**src/rtl/gon_collector.sv**
```systemverilog
// gon_collector: collects DATA_BITS words from the GON bus through a small
// input FIFO and packs PACK words per beat into global-buffer writes at
// consecutive addresses. A trailing partial beat is flushed with zeroed
// upper lanes. Optional feature macro: GON_COLLECT_STAT_EN adds a
// saturating stall_cnt output counting back-pressured write cycles.
`ifndef DATA_BITS
`define DATA_BITS 8
`endif

module gon_collector #(
  parameter int DATA_BITS  = `DATA_BITS,
  parameter int PACK       = 4,
  parameter int FIFO_DEPTH = 4,
  parameter int ADDR_BITS  = 16
) (
  input  logic                      clk,
  input  logic                      rst,
  input  logic                      in_valid,
  output logic                      in_ready,
  input  logic [DATA_BITS-1:0]      in_data,
  input  logic                      start,
  input  logic [ADDR_BITS-1:0]      base_addr,
  input  logic [15:0]               total_words,
  output logic                      glb_we,
  input  logic                      glb_ready,
  output logic [ADDR_BITS-1:0]      glb_addr,
  output logic [PACK*DATA_BITS-1:0] glb_wdata,
  output logic                      done
`ifdef GON_COLLECT_STAT_EN
  ,
  output logic [31:0]               stall_cnt
`endif
);

  localparam int PTR_W  = $clog2(FIFO_DEPTH);
  localparam int CNT_W  = PTR_W + 1;
  localparam int LANE_W = $clog2(PACK);
  localparam logic [CNT_W-1:0]  FULL_CNT  = CNT_W'(FIFO_DEPTH);
  localparam logic [LANE_W-1:0] LAST_LANE = LANE_W'(PACK - 1);

  typedef enum logic [1:0] {S_IDLE, S_RUN, S_FLUSH, S_DONE} state_t;

  state_t                r_state;
  state_t                w_state_next;
  logic [DATA_BITS-1:0]  r_fifo [FIFO_DEPTH];
  logic [PTR_W-1:0]      r_wr_ptr;
  logic [PTR_W-1:0]      r_rd_ptr;
  logic [CNT_W-1:0]      r_count;
  logic [15:0]           r_total;
  logic [15:0]           r_acc_cnt;
  logic [15:0]           r_pop_cnt;
  logic [ADDR_BITS-1:0]  r_addr;
  logic [DATA_BITS-1:0]  r_pack [PACK];
  logic [LANE_W-1:0]     r_lane;
  logic                  r_pending;
  logic                  r_done;

  logic                  w_start_ok;
  logic                  w_push;
  logic                  w_pop;
  logic                  w_beat_acc;
  logic                  w_last_pop;
  logic [LANE_W-1:0]     w_lane_sel;
  logic [DATA_BITS-1:0]  w_pop_data;

  assign w_start_ok = start && (r_state == S_IDLE);
  assign in_ready   = (r_state == S_RUN) && (r_count != FULL_CNT) && (r_acc_cnt < r_total);
  assign w_push     = in_valid && in_ready;
  assign w_beat_acc = r_pending && glb_ready;
  // A beat being accepted frees the pack register in the same cycle.
  assign w_pop      = (r_state == S_RUN) && (r_count != '0) && (!r_pending || w_beat_acc);
  assign w_lane_sel = w_beat_acc ? '0 : r_lane;
  assign w_last_pop = ((r_pop_cnt + 16'd1) == r_total);
  assign w_pop_data = r_fifo[r_rd_ptr];

  assign glb_we   = r_pending;
  assign glb_addr = r_addr;
  assign done     = r_done;

  // State register.
  always_ff @(posedge clk or posedge rst) begin
    if (rst) r_state <= S_IDLE;
    else     r_state <= w_state_next;
  end

  // Next-state logic: a job ends once its last beat (full or flushed) is accepted.
  always_comb begin
    w_state_next = r_state;
    case (r_state)
      S_IDLE:  if (start) w_state_next = (total_words == 16'd0) ? S_DONE : S_RUN;
      S_RUN: begin
        if (w_beat_acc && (r_pop_cnt == r_total))
          w_state_next = S_DONE;
        else if (w_pop && w_last_pop && (w_lane_sel != LAST_LANE))
          w_state_next = S_FLUSH;
      end
      S_FLUSH: if (w_beat_acc) w_state_next = S_DONE;
      S_DONE:  w_state_next = S_IDLE;
      default: w_state_next = S_IDLE;
    endcase
  end

  // FIFO storage; stale entries are harmless because pointers are reset.
  always_ff @(posedge clk) begin
    if (w_push) r_fifo[r_wr_ptr] <= in_data;
  end

  // FIFO pointers and occupancy.
  always_ff @(posedge clk or posedge rst) begin
    if (rst) begin
      r_wr_ptr <= '0;
      r_rd_ptr <= '0;
      r_count  <= '0;
    end else if (w_start_ok) begin
      r_wr_ptr <= '0;
      r_rd_ptr <= '0;
      r_count  <= '0;
    end else begin
      if (w_push) r_wr_ptr <= r_wr_ptr + 1'b1;
      if (w_pop)  r_rd_ptr <= r_rd_ptr + 1'b1;
      r_count <= r_count + CNT_W'(w_push) - CNT_W'(w_pop);
    end
  end

  // Job bookkeeping: word totals and the write address.
  always_ff @(posedge clk or posedge rst) begin
    if (rst) begin
      r_total   <= '0;
      r_acc_cnt <= '0;
      r_pop_cnt <= '0;
      r_addr    <= '0;
    end else if (w_start_ok) begin
      r_total   <= total_words;
      r_acc_cnt <= '0;
      r_pop_cnt <= '0;
      r_addr    <= base_addr;
    end else begin
      if (w_push)     r_acc_cnt <= r_acc_cnt + 16'd1;
      if (w_pop)      r_pop_cnt <= r_pop_cnt + 16'd1;
      if (w_beat_acc) r_addr    <= r_addr + 1'b1;
    end
  end

  // Lane index, beat-pending flag and the registered done pulse.
  always_ff @(posedge clk or posedge rst) begin
    if (rst) begin
      r_lane    <= '0;
      r_pending <= 1'b0;
      r_done    <= 1'b0;
    end else begin
      r_done <= (r_state == S_DONE);
      if (w_start_ok) begin
        r_lane    <= '0;
        r_pending <= 1'b0;
      end else begin
        if (w_pop)           r_lane <= w_lane_sel + 1'b1;
        else if (w_beat_acc) r_lane <= '0;
        r_pending <= (r_pending && !w_beat_acc) ||
                     (w_pop && ((w_lane_sel == LAST_LANE) || w_last_pop));
      end
    end
  end

  for (genvar gi = 0; gi < PACK; gi++) begin : g_lane
    // Pack lane: loads on a pop addressed to it, zeroes once its beat is taken.
    always_ff @(posedge clk or posedge rst) begin
      if (rst)                                            r_pack[gi] <= '0;
      else if (w_start_ok)                                r_pack[gi] <= '0;
      else if (w_pop && (w_lane_sel == LANE_W'(gi)))      r_pack[gi] <= w_pop_data;
      else if (w_beat_acc)                                r_pack[gi] <= '0;
    end
    assign glb_wdata[gi*DATA_BITS +: DATA_BITS] = r_pack[gi];
  end

`ifdef GON_COLLECT_STAT_EN
  logic [31:0] r_stall_cnt;
  // Saturating count of cycles where a beat waits on glb_ready.
  always_ff @(posedge clk or posedge rst) begin
    if (rst)                                              r_stall_cnt <= '0;
    else if (w_start_ok)                                  r_stall_cnt <= '0;
    else if (r_pending && !glb_ready && (r_stall_cnt != 32'hFFFF_FFFF))
      r_stall_cnt <= r_stall_cnt + 32'd1;
  end
  assign stall_cnt = r_stall_cnt;
`else
  // Statistics disabled: no stall counter is built.
`endif

endmodule
```
**config.mk**
```make
export PLATFORM = sky130hd
export DESIGN_NAME = gon_collector
export DESIGN_NICKNAME = d
export VERILOG_FILES = /design/src/rtl/gon_collector.sv
export SDC_FILE = /design/constraint.sdc
export NUM_CORES = 1
export LEC_CHECK = 0
export BUFFER_PORTS_ARGS = -buffer_cell sky130_fd_sc_hd__buf_2
export CORE_UTILIZATION = 23
export CTS_BUF_LIST = sky130_fd_sc_hd__clkbuf_4
export CTS_CLUSTER_SIZE = 24
export DETAILED_ROUTE_END_ITERATION = 12
export SYNTH_ARGS = -nofsm -noshare
export SYNTH_HDL_FRONTEND = slang
export SYNTH_SLANG_ARGS = --single-unit
```
**constraint.sdc**
```tcl
create_clock -name clk -period 3.75 [get_ports clk]
set_input_delay 0.5625 -clock clk [delete_from_list [all_inputs] [get_ports clk]]
set_output_delay 0.5625 -clock clk [all_outputs]
set_load 0.02 [all_outputs]
```
[Word level (Yosys, flattened, before mapping)]
Memories as Yosys holds them, arrays and structs flattened.
Index checks and enable logic that the tools add are counted.
Widths: inputs -> output; s select.
Word-level totals
  latch bits: 0
  ROM bits: 0
  bits in registers: 109
  memories kept: 1
  memory bits (writable): 32
  bits of input ports: 45
Memory list
  r_fifo: depth 4, width 8, read ports 1, clocked after memory_dff 0, wr ports 1, line 45  | logic [DATA_BITS-1:0] r_fifo [FIFO_DEPTH];
Operators by class
  order comparisons: 1
  mux-type cells: 32
  reduce and logical (&&, ||, !) cells: 33
  divide/modulo/power cells: 0
  $add $sub $neg: 8
  shift operators: 0
  equality and inequality tests: 13
  $mul: 0
  bitwise gates (word level): 0
Operator list (count)
  $mux 16: 6
  $mux 8: 9
  $add 16x1->16 const B: 3
  $eq 16x16->1: 2
  $mux 2: 12
  $logic_and 1x1->1: 16
  $logic_not 16->1: 1
  $lt 16x16->1: 1
  $reduce_bool 3->1: 5
  $eq 2x2->1 const B: 4
  $pmux 2 s4: 1
  $add 2x1->2 const B: 3
  $ne 2x2->1 const B: 3
  $reduce_bool 2->1: 3
  $eq 2x1->1 const B: 2
  $logic_not 2->1: 2
  $add 3x1->3: 1
  $logic_or 1x1->1: 3
  $mux 1: 3
  $mux 3: 1
  $ne 3x1->1 const B: 1
  $ne 3x3->1 const B: 1
  $reduce_and 3->1: 1
  $sub 3x1->3: 1
  $logic_not 1->1: 2

[Longest topological paths before layout]
  word-level depth: 8
  depth in mapped cells: 17
  gate-level depth less buffers: 16

[Worst setup path after synthesis]
OpenSTA, ideal clock, no wires.
  path kind: register to register
  from: register r_acc_cnt[13]
  to: register r_count[2]
  arrival: 3.370 ns
  setup time: 0.132 ns
  path slack: 0.248 ns
  path buffers: 1
  data required time: 3.618 ns
  clock period less this slack: 3.502 ns
  stages on the path, launching flop included: 17
  cell sequence: dfrtp_1 ha_1 a21o_1 a21o_1 a221oi_1 o21ai_0 a211oi_2 clkbuf_1 inv_1 ha_1 inv_1 ha_1 inv_1 fa_1 xor2_1 xnor2_1 nor2_1
Between the ends
  cells in the longest elaborated chain, start to end: 6
RTL lines
  start, declared: line 50  | logic [15:0] r_acc_cnt;
  start signal, assigned: line 138  | if (w_push) r_acc_cnt <= r_acc_cnt + 16'd1;
  $lt 16x16->1: line 67  | assign in_ready = (r_state == S_RUN) && (r_count != FULL_CNT) && (r_acc_cnt < r_total);
  $logic_and 1x1->1: line 67
  $logic_and 1x1->1: line 68  | assign w_push = in_valid && in_ready;
  $add 3x1->3: line 121  | r_count <= r_count + CNT_W'(w_push) - CNT_W'(w_pop);
  $sub 3x1->3: line 121
  $mux 3: line 114  | end else if (w_start_ok) begin
  end signal, assigned: line 121
  end, declared: line 48  | logic [CNT_W-1:0] r_count;
No other way between the ends.
A chain may end at the register's enable or synchronous reset.

[Final worst setup path]
  from: register r_total[13]
  to: register r_count[2]
Between the ends
  cells in the longest elaborated chain, start to end: 6
RTL lines
  start, declared: line 49  | logic [15:0] r_total;
  start signal, assigned: line 133  | r_total <= total_words;
  $lt 16x16->1: line 67
  $logic_and 1x1->1: line 67
  $logic_and 1x1->1: line 68
  $add 3x1->3: line 121
  $sub 3x1->3: line 121
  $mux 3: line 114
No other way between the ends.

==> PnR_summary.wiki <==
{| class="wikitable"
! Metric !! Value
|-
| Total iterations of the first detailed-routing run || 4
|-
| Number of cell rows || 65
|-
| Post-Synthesis Mean Instance Area || 10.0 um^2
|-
| Final-layout setup total negative slack || 0 ns
|-
| Max Cap Viol || 0
|-
| Antenna violations before repair || 0
|-
| Capture point of the worst reg-to-reg path || r_count[2]$_DFF_PP0_
|-
| Placeable core region || about 32000 um^2
|-
| Number of global-route vias before repair || 5600
|-
| Maximum count of clock buffers along a single path || 2
|-
| Routed wire length || roughly 19 mm
|-
| TritonCTS clock tree || yes
|-
| Overall power of the completed layout || roughly 5800 uW
|-
| Io pins || 96
|-
| Worst hold slack after final layout || a little over 0.2 ns
|-
| Maximum frequency from static timing analysis || roughly 300 MHz
|-
| Data arrival time of the critical path || between 3 and 4 ns
|-
| Syn-to-layout area delta || 15.7%
|-
| Global-route wire length before repair || 30.2 mm
|-
| Register-to-register setup slack || between 0.4 and 0.5 ns
|-
| Detailed placement HPWL || roughly 14 mm
|-
| Top cells by area, synth || dfrtp_1, edfxtp_1, ha_1
|-
| Initial standard-cell utilization of the core || roughly a quarter
|-
| Setup ws final || around 0.45 ns
|-
| Required time of the critical path || between 4 and 5 ns
|-
| Register bit total from synthesis || between 100 and 150
|-
| Critical path destination || r_count[2]$_DFF_PP0_
|-
| Number of enable-type register cells in the synthesized netlist || 32
|-
| Max Slew Vio Count || 0
|-
| Total inserted antenna cells || 0
|-
| Post-Route Skew || ~0.035 ns
|-
| Clock slew at reported path FFs || around 0.15 ns
|-
| Count of clock tree sinks || 141
|-
| Post-synthesis async set-or-reset flop share || just under 80%
|-
| Instance count after placement with tap cells included || 1199
|-
| Width of the die || roughly 180 um
|-
| Number of different library cells in the post-synthesis netlist || 63
|-
| Die Y-Extent || between 150 and 200 um
|-
| Clk root buf || clkbuf_4
|-
| Final Wtd Congestion || approximately 0.87
|-
| Most common cell in the synthesized netlist || dfrtp_1
|-
| Post-placement setup slack || ~0.44 ns
|-
| Top cell type's share of synthesized area || between 30% and 40%
|-
| Leading register cell type out of synthesis || dfrtp_1
|-
| Overall Global Routing Usage || about an eighth
|-
| Synth Warn # || 0
|-
| Setup-failing EPs final || 0
|-
| Post-Syn Instances || around 740
|-
| Number of cells on the worst reg-to-reg path || 16
|-
| Initial drt markers || 356
|-
| Final critical-path share of the clock period || between 80 and 90%
|-
| Vias after detailed routing || ~5600
|-
| Fraction of layout cells with a size suffix above 1 || about a fifth
|-
| Critical path origin || r_total[13]$_DFFE_PP0P_
|-
| Type of destination of the critical path || flop
|-
| Count of unresolved DRC violations after routing || 0
|-
| Drt via density || 4.52
|-
| Worst slew pin tran || roughly 0.91 ns
|-
| Wire length per cell || roughly 15 um
|-
| Maximum number of pins on one net before global-route repair || 95
|-
| Post-Syn Nets || between 800 and 900
|-
| Worst R2R Start || r_total[13]$_DFFE_PP0P_
|-
| Port bufs || 95
|-
| Number of clock buffers inserted by TritonCTS || 17
|-
| Worst slew margin relative to its limit || about 39%
|-
| Full die area || between 30000 and 40000 um^2
|-
| Antenna Violating Nets Remaining || 0
|-
| Commonest cells in the netlist || dfrtp_1, nand2_1, o21ai_0
|-
| Final period demand of the worst path || about 3.3 ns
|-
| Mapped Area || 7380 um^2
|-
| Filler Cells Inserted || 3400
|-
| Nets || about 900
|-
| Clock Latency Late Sink || around 0.55 ns
|-
| IR Drop Worst-Case VDD || 251 uV
|-
| Run status || finished, final reports clean
|-
| Highest net fanout along the worst path || 4
|-
| Gates resized, CTS repair || 0
|-
| Hold WC Path Type || in -> reg
|-
| Leakage || between 0.003 and 0.004 uW
|-
| Sequential area share after synthesis || ~50%
|-
| RSZ-0062 raised after global routing || false
|-
| Crit path launch type || flop
|-
| Final Hold Fails || 0
|-
| Worst Path Class, Setup || reg -> reg
|-
| Total congestion overflow after global routing || 0
|-
| Cell type contributing the most total cell area after synthesis || dfrtp_1
|-
| Finished Layout Cells || between 1000 and 1500
|-
| Pwr per Cell Area || about 680 nW/um^2
|-
| H-tree levels || 4
|}
[area by class of cell]
class,instances,area [um^2],area share (%)
timing repair buffer,102,543,6.36
sequential,141,3690,43.2
multi-input combinational,520,3380,39.6
tap,402,503,5.89
inverter,35,134,1.57
clock buffer,18,135,1.58
clock inverter,14,154,1.80
[power breakdown]
part,total [uW],switching [uW],internal [uW]
Clock,1020,654,368
Sequential,2370,390,1980
Combinational,2420,1520,904
Total,5810,2560,3250
[flip-flops by register name, indices dropped and copies added, names as in the netlist]
name,cells
glb_we,1
r_wr_ptr,2
r_total,16
done,1
r_lane,2
glb_addr,16
r_pop_cnt,16
r_rd_ptr,2
r_state,2
r_fifo,32
glb_wdata,32
r_acc_cnt,16
r_count,3
[what timing repair did]
action | 4_1_cts | 5_1_grt
endpoints found under the hold margin | 15 | 0
setup buffers | 0 | 0
hold buffers | 1 | 0
[critical path, stage by stage, from the launching register on]
cell and delay [ns]:
dfrtp_1 0.40, inv_1 0.07, ha_1 0.31, a21o_1 0.16, a21o_1 0.17, a221oi_1 0.27
o21ai_0 0.23, a211oi_2 0.29, inv_1 0.07, ha_1 0.26, inv_1 0.05, ha_1 0.13
inv_1 0.04, fa_1 0.37, xor2_1 0.18, xnor2_1 0.14, nor2_1 0.05
[kinds of logic after synthesis]
group	synth area share, %
DFF	50.0
and+or+nand+nor	18.1
muxes	3.53
xor gates and xnor gates	7.36
buffers and inverters	4.24
adders and majority gates	5.87
AOI/OAI and AO/OA	10.9
[how the worst min path moves through the flow]
| stage | from | endpoint | slack, ns | depth (start not counted) |
|---|---|---|---|---|
| after floorplan | r_total[0]$_DFFE_PP0P_ | r_total[0]$_DFFE_PP0P_ | 0.49 | 2 |
| after global placement | glb_wdata[23]$_DFFE_PP0P_ | glb_wdata[23]$_DFFE_PP0P_ | 0.48 | 2 |
| after detailed placement | glb_wdata[31]$_DFFE_PP0P_ | glb_wdata[31]$_DFFE_PP0P_ | 0.49 | 2 |
| after CTS | base_addr[8] | glb_addr[8]$_DFFE_PP0P_ | 0.15 | 3 |
| after global routing | base_addr[2] | glb_addr[2]$_DFFE_PP0P_ | 0.14 | 3 |
| final | base_addr[6] | glb_addr[6]$_DFFE_PP0P_ | 0.21 | 3 |
[per-stage QoR]
stage | cell area (um^2) | utilization (%)
after global routing | 8540 | 27.1
final | 8540 | 27.1
after CTS | 8540 | 27.1
after detailed placement | 8240 | 26.1
after floorplan | 7380 | -
after global placement | 8240 | 26.1
[placed cells by master, fill, tap and decap left out, types with 10 or more instances in the layout]
| cell | Yosys | layout |
|---|---|---|
| a21oi_1 | 18 | 18 |
| and3_1 | 10 | 10 |
| buf_2 | 4 | 95 |
| clkbuf_4 | 0 | 18 |
| dfrtp_1 | 109 | 109 |
| edfxtp_1 | 32 | 32 |
| ha_1 | 33 | 33 |
| inv_1 | 35 | 34 |
| nand2_1 | 85 | 85 |
| nand3_1 | 50 | 50 |
| nand4_1 | 12 | 12 |
| nor2_1 | 62 | 61 |
| nor4_1 | 10 | 10 |
| o21ai_0 | 67 | 67 |
| xnor2_1 | 29 | 29 |
| xor2_1 | 33 | 33 |
[routing by layer]
metal | share of wire [%] | global-route usage [%] | routed length (um)
met2 | 51 | 20.4 | 9440
met4 | 1.5 | 3.80 | 278
met3 | 2.3 | 2.42 | 430
met1 | 45 | 14.6 | 8380
met5 | 0 | 0 | 0
Power figures use the tool's default switching activity.
